## config.mk

```make
export PLATFORM = sky130hd
export DESIGN_NAME = sb_downsizer
export DESIGN_NICKNAME = d
export VERILOG_FILES = /design/src/rtl/sb_pkg.sv /design/src/rtl/sb_downsizer.sv
export SDC_FILE = /design/constraint.sdc
export NUM_CORES = 1
export LEC_CHECK = 0
export CORE_MARGIN = 2
export CORE_UTILIZATION = 40
export CTS_CLUSTER_SIZE = 24
export DETAILED_ROUTE_END_ITERATION = 8
export PLACE_DENSITY = 0.74
export SKIP_LAST_GASP = 1
export SYNTH_ARGS = -nofsm -noshare
export SYNTH_HDL_FRONTEND = slang
export SYNTH_SLANG_ARGS = --single-unit
```

## constraint.sdc

```tcl
create_clock -name clk -period 1.77 [get_ports clk]
set_input_delay 0.354 -clock clk [delete_from_list [all_inputs] [get_ports clk]]
set_output_delay 0.354 -clock clk [all_outputs]
set_load 0.01 [all_outputs]
```

## src/rtl/sb_pkg.sv

```systemverilog
// Shared definitions for the sb_* stream blocks.
//   sb_state_e : two-state word-holding FSM encoding (IDLE = empty, SEND = word held)
package sb_pkg;

    typedef enum logic [0:0] {
        IDLE = 1'b0,
        SEND = 1'b1
    } sb_state_e;

endpackage

```

## src/rtl/sb_downsizer.sv

```systemverilog
// sb_downsizer: splits one wide input word into up to RATIO narrow output beats.
// A word and its beat count (len_i + 1) are taken on the write handshake. Its beats
// are then presented low slice first, one per read handshake. The next word may be
// accepted in the same cycle the final beat is taken, so back-to-back words flow
// with no idle cycle.
//
// Ports
//   clk        : clock, rising edge
//   rst_n      : synchronous active-low reset
//   data_i     : input word, beat 0 in bits [OUT_WIDTH-1:0]
//   len_i      : beats in word minus one
//   wr_valid_i : producer offers data_i/len_i
//   wr_ready_o : block accepts a word this cycle
//   data_o     : current output beat
//   last_o     : data_o is the final beat of its word
//   rd_valid_i : consumer takes the current beat
//   rd_ready_o : data_o/last_o are valid
module sb_downsizer
    import sb_pkg::*;
#(
    parameter int unsigned   OUT_WIDTH = 8,
    parameter int unsigned   RATIO     = 4,
    localparam int unsigned  IN_WIDTH  = OUT_WIDTH * RATIO,
    localparam int unsigned  CNT_WIDTH = $clog2(RATIO)
) (
    input  logic                 clk,
    input  logic                 rst_n,
    input  logic [IN_WIDTH-1:0]  data_i,
    input  logic [CNT_WIDTH-1:0] len_i,
    input  logic                 wr_valid_i,
    output logic                 wr_ready_o,
    output logic [OUT_WIDTH-1:0] data_o,
    output logic                 last_o,
    input  logic                 rd_valid_i,
    output logic                 rd_ready_o
);

    sb_state_e state_q, state_d;
    logic [CNT_WIDTH-1:0] beat_cnt_q, beat_cnt_d;
    logic [CNT_WIDTH-1:0] len_q, len_d;
    logic [RATIO-1:0][OUT_WIDTH-1:0] hold_q;

    logic at_last;
    logic rd_hs;
    logic wr_hs;

    assign at_last = (beat_cnt_q == len_q);

    // Gating with rst_n keeps all handshake outputs low while reset is held,
    // independent of whatever the state register holds before the first edge.
    assign rd_ready_o = rst_n & (state_q == SEND);
    assign rd_hs      = rd_valid_i & rd_ready_o;
    assign wr_ready_o = rst_n & ((state_q == IDLE) | (rd_hs & at_last));
    assign wr_hs      = wr_valid_i & wr_ready_o;

    assign data_o = hold_q[beat_cnt_q];
    assign last_o = rd_ready_o & at_last;

    always_comb begin
        state_d    = state_q;
        beat_cnt_d = beat_cnt_q;
        len_d      = len_q;

        case (state_q)
            IDLE: begin
                if (wr_hs) begin
                    state_d = SEND;
                end
            end
            SEND: begin
                if (rd_hs) begin
                    if (!at_last) begin
                        beat_cnt_d = beat_cnt_q + 1'b1;
                    end else if (!wr_hs) begin
                        state_d = IDLE;
                    end
                end
            end
            default: state_d = IDLE;
        endcase

        // wr_hs can only occur in IDLE or while the final beat is taken; both
        // cases start a fresh word from beat 0.
        if (wr_hs) begin
            len_d      = len_i;
            beat_cnt_d = '0;
        end
    end

    always_ff @(posedge clk) begin
        if (!rst_n) begin
            state_q    <= IDLE;
            beat_cnt_q <= '0;
            len_q      <= '0;
        end else begin
            state_q    <= state_d;
            beat_cnt_q <= beat_cnt_d;
            len_q      <= len_d;
        end
    end

    // Data register carries no reset; wr_hs is already low during reset.
    always_ff @(posedge clk) begin
        if (wr_hs) begin
            hold_q <= data_i;
        end
    end

endmodule

```

; ---- Yosys cells after proc, flatten, opt, wreduce, memory -nomap -nowiden
; Index checks and enable logic that the tools add are counted.
[totals]
output_inout_bits = 11
input_bits = 38
elab_cells = 28
register_bits = 37
[classes]
n_reduce_logical = 2
n_bitwise = 10
add_sub_neg = 1
eq_ne = 1
mux = 6
order_cmp = 1
[op_table]
columns = operator, n
row1 = $bmux 8 s2, 1
row2 = $mux 8, 1
row3 = $and 1x1->1, 6
row4 = $lt 2x3->1 const B, 1
row5 = $mux 1, 3
row6 = $not 1->1, 3
row7 = $reduce_and 3->1, 1
row8 = $add 2x1->2 const B, 1
row9 = $eq 2x2->1, 1
row10 = $pmux 1 s2, 1
row11 = $reduce_or 2->1, 1
row12 = $or 1x1->1, 1

; ---- Logic depth before layout (Yosys ltp)
; Gate-level depths: netlist of the first run.
[depth]
ltp_word = 10
mapped_depth = 5
ltp_nobuf = 4

; ---- Worst setup path before layout of the first run
; No wires, ideal clock.
[synth_path]
kind = reg2reg
from = register beat_cnt_q[1]
to = register hold_q[0] (netlist name) (enable)
synth_period_minus_slack_ns = 1.792
slack_ns = -0.022
setup_time_ns = 0.382
stages_incl_launch_ff = 5
n_path_buf = 1
arrival_ns = 1.410
t_required_ns = 1.388
path_cell_list = dfxtp_1 buf_6 xnor2_2 a31oi_4 nor2_4
[synth_between]
elab_chain_len = 5
[synth_rtl]
columns = item, line
row1 = start: declaration, sb_downsizer.sv:39  ; logic [CNT_WIDTH-1:0] beat_cnt_q, beat_cnt_d;
row2 = start signal: assignment, sb_downsizer.sv:97  ; beat_cnt_q <= beat_cnt_d;
row3 = $eq 2x2->1, sb_downsizer.sv:47  ; assign at_last = (beat_cnt_q == len_q);
row4 = $and 1x1->1, sb_downsizer.sv:53  ; assign wr_ready_o = rst_n & ((state_q == IDLE) | (rd_hs & at_last));
row5 = $or 1x1->1, sb_downsizer.sv:53
row6 = $and 1x1->1, sb_downsizer.sv:53
row7 = $and 1x1->1, sb_downsizer.sv:54  ; assign wr_hs = wr_valid_i & wr_ready_o;
row8 = via wr_hs, sb_downsizer.sv:45  ; logic wr_hs;
row9 = end signal: assignment, sb_downsizer.sv:105  ; hold_q <= data_i;
row10 = end: declaration, sb_downsizer.sv:41  ; logic [RATIO-1:0][OUT_WIDTH-1:0] hold_q;
; The timed path passes the listed nets, and every way through them passes these cells.
; A chain may end at the register's enable or synchronous reset.

; ---- Worst setup path after layout of the first run
[layout_path]
from = register beat_cnt_q[0]
to = output data_o[7]
[layout_between]
elab_chain_len = 2
[layout_rtl]
columns = item, line
row1 = $bmux 8 s2, sb_downsizer.sv:56  ; assign data_o = hold_q[beat_cnt_q];
row2 = $mux 8 (not written as such), sb_downsizer.sv:56
row3 = end: declaration, sb_downsizer.sv:32  ; output logic [OUT_WIDTH-1:0] data_o,
; Every way passes these cells. The select of a mux whose other input is x is not followed.

==> summary.md, run 1 <==
| Metric | Value |
|---|---|
| Req. time, crit path | about 1.4 ns |
| Slew @ Worst Pin | 0.249 ns |
| Status | finished with violations |
| Routed Antenna Nets | 0 |
| Detailed Place HPWL | about 1.8 mm |
| Fin Setup TNS | -0.0246 ns |
| Clock Sinks | 37 |
| GRT busiest layer | met2 |
| Minimum clock period | between 1.5 and 2 ns |
| Mean post-synth cell area | 20.8 µm² |
| Top cell type by total area after synthesis | edfxtp_1 |
| Met3 GRT Util | 5.56% |
| Finished Cell Area | 2210 µm² |
| Met2 usage | 22.6% |
| ANT cells | 0 |
| Core area | 3610 µm² |
| Peak supply drop | about 0.52 mV |
| Final period util | 101% |
| Worst skew pair latency | 0.28 ns |
| Clock group share of total power | 37.6% |
| Die area | 4200 µm² |
| Final GP Congestion | 0.616 |
| Synth top area cells | edfxtp_1 (65%), mux4_1 (14%), dfxtp_1 (6.8%), xnor2_1 (1.8%), a31oi_4 (1.4%) |
| Post-layout util | 61.2% |
| CTS tree | yes |
| Main synth FF type | edfxtp_1 |
| Asr flop ratio synth | 0% |
| Post-synthesis register bit count | 37 |
| Vias per Instance | ~4.7 |
| Number of fill cells | 293 |
| Placed cells | 177 |
| First-pass GRT wire length | around 4.1 mm |
| Pint | around 1.6 mW |
| Post-Route WL | 2.50 mm |
| Tightest Hold Check Type | reg2reg |
| Yosys top cell area share | between 60 and 70% |
| RSZ-0062 raised after global routing | true |
| Gate power share | 10.5% |
| Crit-path max FO | 5 |
| Number of global-route vias before repair | 906 |
| Slew Limit Fails | 0 |
| Post-Syn Instances | 71 |
| Row count | 22 |
| Die X | around 65 µm |
| Clk root buf | clkbuf_8 |
| Achievable Freq | 0.560 GHz |
| CP max stage cell | mux4_2 |
| Share of cells above drive strength 1 | 33.1% |
| DRC violation count after routing | 0 |
| Placed instance area | roughly 2100 µm² |
| Global routing usage on met1 | 15.1% |
| Slew HR | 83.3% |
| Max incr delay on CP | 0.49 ns |
| Clock skew | a little over 0.006 ns |
| CP Capture Type | output pin |
| Worst Setup Start Kind | flip-flop |
| Num CTS Buffers | 5 |
| Syn. warnings | 0 |
| Fin cells | between 150 and 200 |
| Count of final hold-check violations | 0 |
| Synth Net Count | 109 |
| Kind of critical path | reg2out |
| Initial DRT Pass Iterations | 4 |
| Post-synth top cells | edfxtp_1 (32), mux4_1 (8), dfxtp_1 (5) |
| Sw frac | 18.1% |
| Sequential power share | 51.9% |
| Initial antenna violation count | 0 |
| Largest net degree at the start of global routing | 29 |
| CTS max path bufs | 2 |
| IO Port Bufs | 48 |
| Initial cell density of the core | 41.0% |
| Total track usage | 13.7% |
| Setup WS post-layout | -0.0172 ns |
| Via count | 873 |
| Area Overhead vs Synth | 49.2% |
| Initial DRC count | 30 |
| Gr ovfl total | 0 |
| Worst-path clk slew | ~0.070 ns |
| Routed len/inst | 13.4 µm |
| Number of max-cap violations | 0 |
| Most common cell in the synthesized netlist | edfxtp_1 |
| Sequential fraction of the synthesis area | 71.7% |
| Nets | 176 |
| Post-Syn Area | between 1000 and 1500 µm² |
| Die H | 64.8 µm |
| LEAKAGE | 0.774 nW |
| Number of flops mapped to enable cells by yosys | 32 |
| # setup viols final | 3 |
| Power Density | 876 nW/µm² |
| # H-tree levels | 2 |
| Psw | about 0.35 mW |
| CP Cell Sequence | buf_12, mux4_2, buf_2 |
| Cts hold-fix bufs | 0 |
| Crit path DAT | 1.43 ns |
| IO Pins | 49 |
| Failing checks | setup timing |
| Post-synth cell types | 21 |
## metal layers
metal | vias to the layer above | wire, µm
met5 | - | 0
met4 | 0 | 48
met3 | 5 | 178
met2 | 33 | 1250
met1 | 423 | 1030
li1 | 412 | -
## layout by cell type (no fill, tap or decap)
| cell type | synthesis | final |
|---|---|---|
| xnor2_2 | 1 | 1 |
| and2_1 | 1 | 1 |
| a211oi_2 | 1 | 1 |
| inv_1 | 4 | 4 |
| dfxtp_4 | 0 | 1 |
| mux2i_1 | 2 | 2 |
| nand2_1 | 3 | 3 |
| clkdlybuf4s50_1 | 0 | 37 |
| nor2_4 | 1 | 1 |
| o21a_1 | 1 | 1 |
| nor3b_1 | 1 | 1 |
| mux4_2 | 0 | 8 |
| nor3b_2 | 1 | 1 |
| dfxtp_1 | 5 | 4 |
| clkbuf_8 | 0 | 6 |
| nor2b_1 | 1 | 1 |
| buf_6 | 1 | 4 |
| buf_4 | 0 | 10 |
| buf_12 | 0 | 3 |
| a31oi_4 | 1 | 1 |
| nand3_1 | 1 | 1 |
| and3_2 | 1 | 1 |
| clkbuf_1 | 0 | 1 |
| bufinv_16 | 0 | 1 |
| a21oi_1 | 1 | 1 |
| edfxtp_1 | 32 | 32 |
| xnor2_1 | 3 | 3 |
| dlygate4sd2_1 | 0 | 1 |
| buf_2 | 1 | 7 |
## sequential cells by signal (all words and copies together) (netlist names)
signal and cells:
beat_cnt_q 2, hold_q 32, len_q 2, state_q 1
## critical path: cells and delay by family (launching register included)
family | cells | cell delay [ns]
mux | 1 | 0.49
flops | 1 | 0.38
buf+inv | 2 | 0.28
## kinds of logic after synthesis
logic type             synth area share, %
flip-flops                            71.7
multiplexers                          15.6
AND/OR/NAND/NOR                       4.57
buffers and inverters                 2.11
AO/OA/AOI/OAI                         3.13
XOR/XNOR                              2.88
## layout make-up
cell class / instances / area (µm²) / share of cell area, %
clock buffers: 7 / 86.3 / 3.91
clock inverters: 1 / 30.0 / 1.36
inverters: 4 / 15.0 / 0.680
multi-input cells: 28 / 357 / 16.2
flip-flops and latches: 37 / 1060 / 48.2
well taps: 48 / 60.1 / 2.72
repair buffers: 62 / 594 / 26.9
## path summary, 6_finish.rpt
kind                 start          to  slack (ns)  depth (start not counted)
max          beat_cnt_q[0]   data_o[7]       -0.02                          3
min reg2reg       len_q[1]    len_q[1]        0.52                          2
max reg2reg  beat_cnt_q[0]  hold_q[23]        0.15                          7
min               len_q[1]    len_q[1]        0.52                          2
## power by group through the flow
stage               combinational (mW)  clock, mW  sequential, mW
CTS                              0.203      0.755            1.00
detailed placement               0.208          0            1.02
global route                     0.216      0.790            1.01
finish                           0.202      0.727            1.00
floorplan                       0.0657          0            1.02
global placement                 0.203          0            1.02
## through the flow
step	power, mW	hold WS, ns	worst slack, ns
2_1_floorplan	1.09	0.453	0.00175
3_3_place_gp	1.22	0.487	-0.229
3_5_place_dp	1.23	0.492	-0.268
4_1_cts	1.96	0.503	-0.0956
5_1_grt	2.01	0.539	-0.0765
6_report	1.93	0.523	-0.0172
## what timing repair did
item | 4_1_cts | 5_1_grt
setup endpoints to repair | 11 | 9
setup buffers | 2 | 0
gates resized for setup | 51 | 5
pin swaps | 0 | 1
cloned | 1 | 0
(Power assumes the default switching activity.)
==> inputs of run 2 (changes only) <==
- CORE_ASPECT_RATIO: unset -> 2
- SLEW_MARGIN: unset -> 20
==> summary.md, run 2 (synthesis results as in run 1) <==
| Metric | Value |
|---|---|
| Nets | 174 |
| Die H | between 80 and 90 µm |
| IO Port Bufs | 48 |
| Number of max-cap violations | 0 |
| Footprint of the multi-input gates | between 300 and 400 µm² |
| Clk root buf | clkbuf_8 |
| Failing checks | setup timing |
| Power Density | 807 nW/µm² |
| CP Capture Type | output pin |
| Gr ovfl total | 0 |
| ANT cells | 0 |
| Worst skew pair latency | 0.28 ns |
| Worst-path clk slew | 0.07 ns |
| Clock skew | roughly 0.0064 ns |
| Peak supply drop | 0.653 mV |
| First-pass GRT wire length | roughly 4.3 mm |
| Core area | 3570 µm² |
| Initial cell density of the core | roughly two fifths |
| Routed Antenna Nets | 0 |
| Fin cells | 186 |
| Tightest Hold Check Type | reg2reg |
| Slew Limit Fails | 0 |
| Status | finished with violations |
| Vias per Instance | ~4.5 |
| HP Start | len_q[1] |
| CP Launch Point | beat_cnt_q[0] |
| Die area | 4230 µm² |
| Number of global-route vias before repair | 958 |
| Commonest non-fill, non-tap cell in the layout | clkdlybuf4s50_1 |
| IO Pins | 49 |
| Clock Sinks | 37 |
| CTS tree | yes |
| Crit path DAT | approximately 1.4 ns |
| Setup WS post-layout | -0.0137 ns |
| Worst Setup Start Kind | flip-flop |
| Row count | 31 |
| Most frequent cells in the layout | clkdlybuf4s50_1 (37), edfxtp_1 (32), buf_4 (9) |
| Final GP Congestion | 0.702 |
| Initial antenna violation count | 0 |
| Detailed Place HPWL | 2.06 mm |
| Initial DRC count | 12 |
| LEAKAGE | 0.757 nW |
| Die X | roughly 47 µm |
| # setup viols final | 6 |
| Req. time, crit path | between 1 and 1.5 ns |
| Number of fill cells | approximately 300 |
| Kind of critical path | reg2out |
| Final Power | 1.76 mW |
| Final period util | 101% |
| RSZ-0062 raised after global routing | true |
| Max reg flops | 32 |
| Share of cells above drive strength 1 | 32.8% |
| # H-tree levels | 2 |
| R2R setup slack | 0.09 ns |
| Crit-path max FO | 5 |
| Placed cells | between 150 and 200 |
| Biggest regs | hold_q x32, beat_cnt_q x2, len_q x2 |
| Area Overhead vs Synth | 47.0% |
| Post-Route WL | approximately 2.8 mm |
| Largest net degree at the start of global routing | 27 |
| Biggest register | hold_q |
| Slew HR | 79.4% |
| Via count | 839 |
| Cts hold-fix bufs | 0 |
| FF+latch area | 1060 µm² |
| Minimum clock period | approximately 1.8 ns |
| Achievable Freq | around 0.56 GHz |
| Count of final hold-check violations | 0 |
| DRC violation count after routing | 0 |
| R2r startpoint | beat_cnt_q[0] |
| Placed instance area | 2100 µm² |
| Num CTS Buffers | 5 |
| Slew @ Worst Pin | 0.307 ns |
| Routed len/inst | 14.8 µm |
| Finished Cell Area | 2170 µm² |
| Post-layout util | slightly above 60% |
| Initial DRT Pass Iterations | 3 |
| Total track usage | 15.1% |
| CTS max path bufs | 2 |
run 2: cell types whose count changed in the layout (fill, tap and decap cells not counted), sizes merged:
cell	previous run	this run
buf	24	22
bufinv	1	0
clkbuf	7	6
clkinv	0	2
run 2: worst paths after layout:
path | end | depth (start not counted)
max | data_o[3] | 3
min | len_q[1] | 2
max reg2reg | beat_cnt_q[0] | 9
min reg2reg | len_q[1] | 2
run 2: repair_timing:
action                                 CTS  global route
pin swaps                                0             0
gates cloned                             0             0
setup endpoints to repair               11            10
setup buffers                            0             1
endpoints found under the hold margin    0             0
resized for setup                       49            13
run 2: cell type report:
cell class | count | share of cell area (%)
sequential | 37 | 49.0
timing repair buffer | 60 | 27.0
multi-input combinational | 28 | 16.7
clock buffer | 6 | 3.34
tap | 49 | 2.82
inverter | 4 | 0.690
clock inverter | 2 | 0.460
run 2: stage by stage:
step	setup WS, ns	setup TNS, ns	hold WS, ns
after floorplan	0.00175	0	0.453
after CTS	-0.100	-0.312	0.523
final	-0.0137	-0.0444	0.513
after global routing	-0.0699	-0.485	0.545
after global placement	-0.236	-2.19	0.487
after detailed placement	-0.272	-2.94	0.507
run 2: per-layer routing:
metal / GRT usage, % / share of wire, %
met1: 13.7 / 33
met2: 26.7 / 59
met3: 4.62 / 4.6
met4: 8.33 / 3.0
met5: 0 / 0
run 2: worst max-delay path: stages (launching register included):
cell,delay [ns]
dfxtp_4,0.36
buf_6,0.13
mux4_2,0.52
buf_6,0.14
run 2: power by group:
| group | internal [mW] | total [mW] | leakage (nW) | switching (mW) |
|---|---|---|---|---|
| logic | 0.137 | 0.208 | 0.372 | 0.0707 |
| clock network | 0.272 | 0.541 | 0.0450 | 0.269 |
| registers | 0.991 | 1.01 | 0.340 | 0.0155 |
| total | 1.40 | 1.76 | 0.757 | 0.355 |
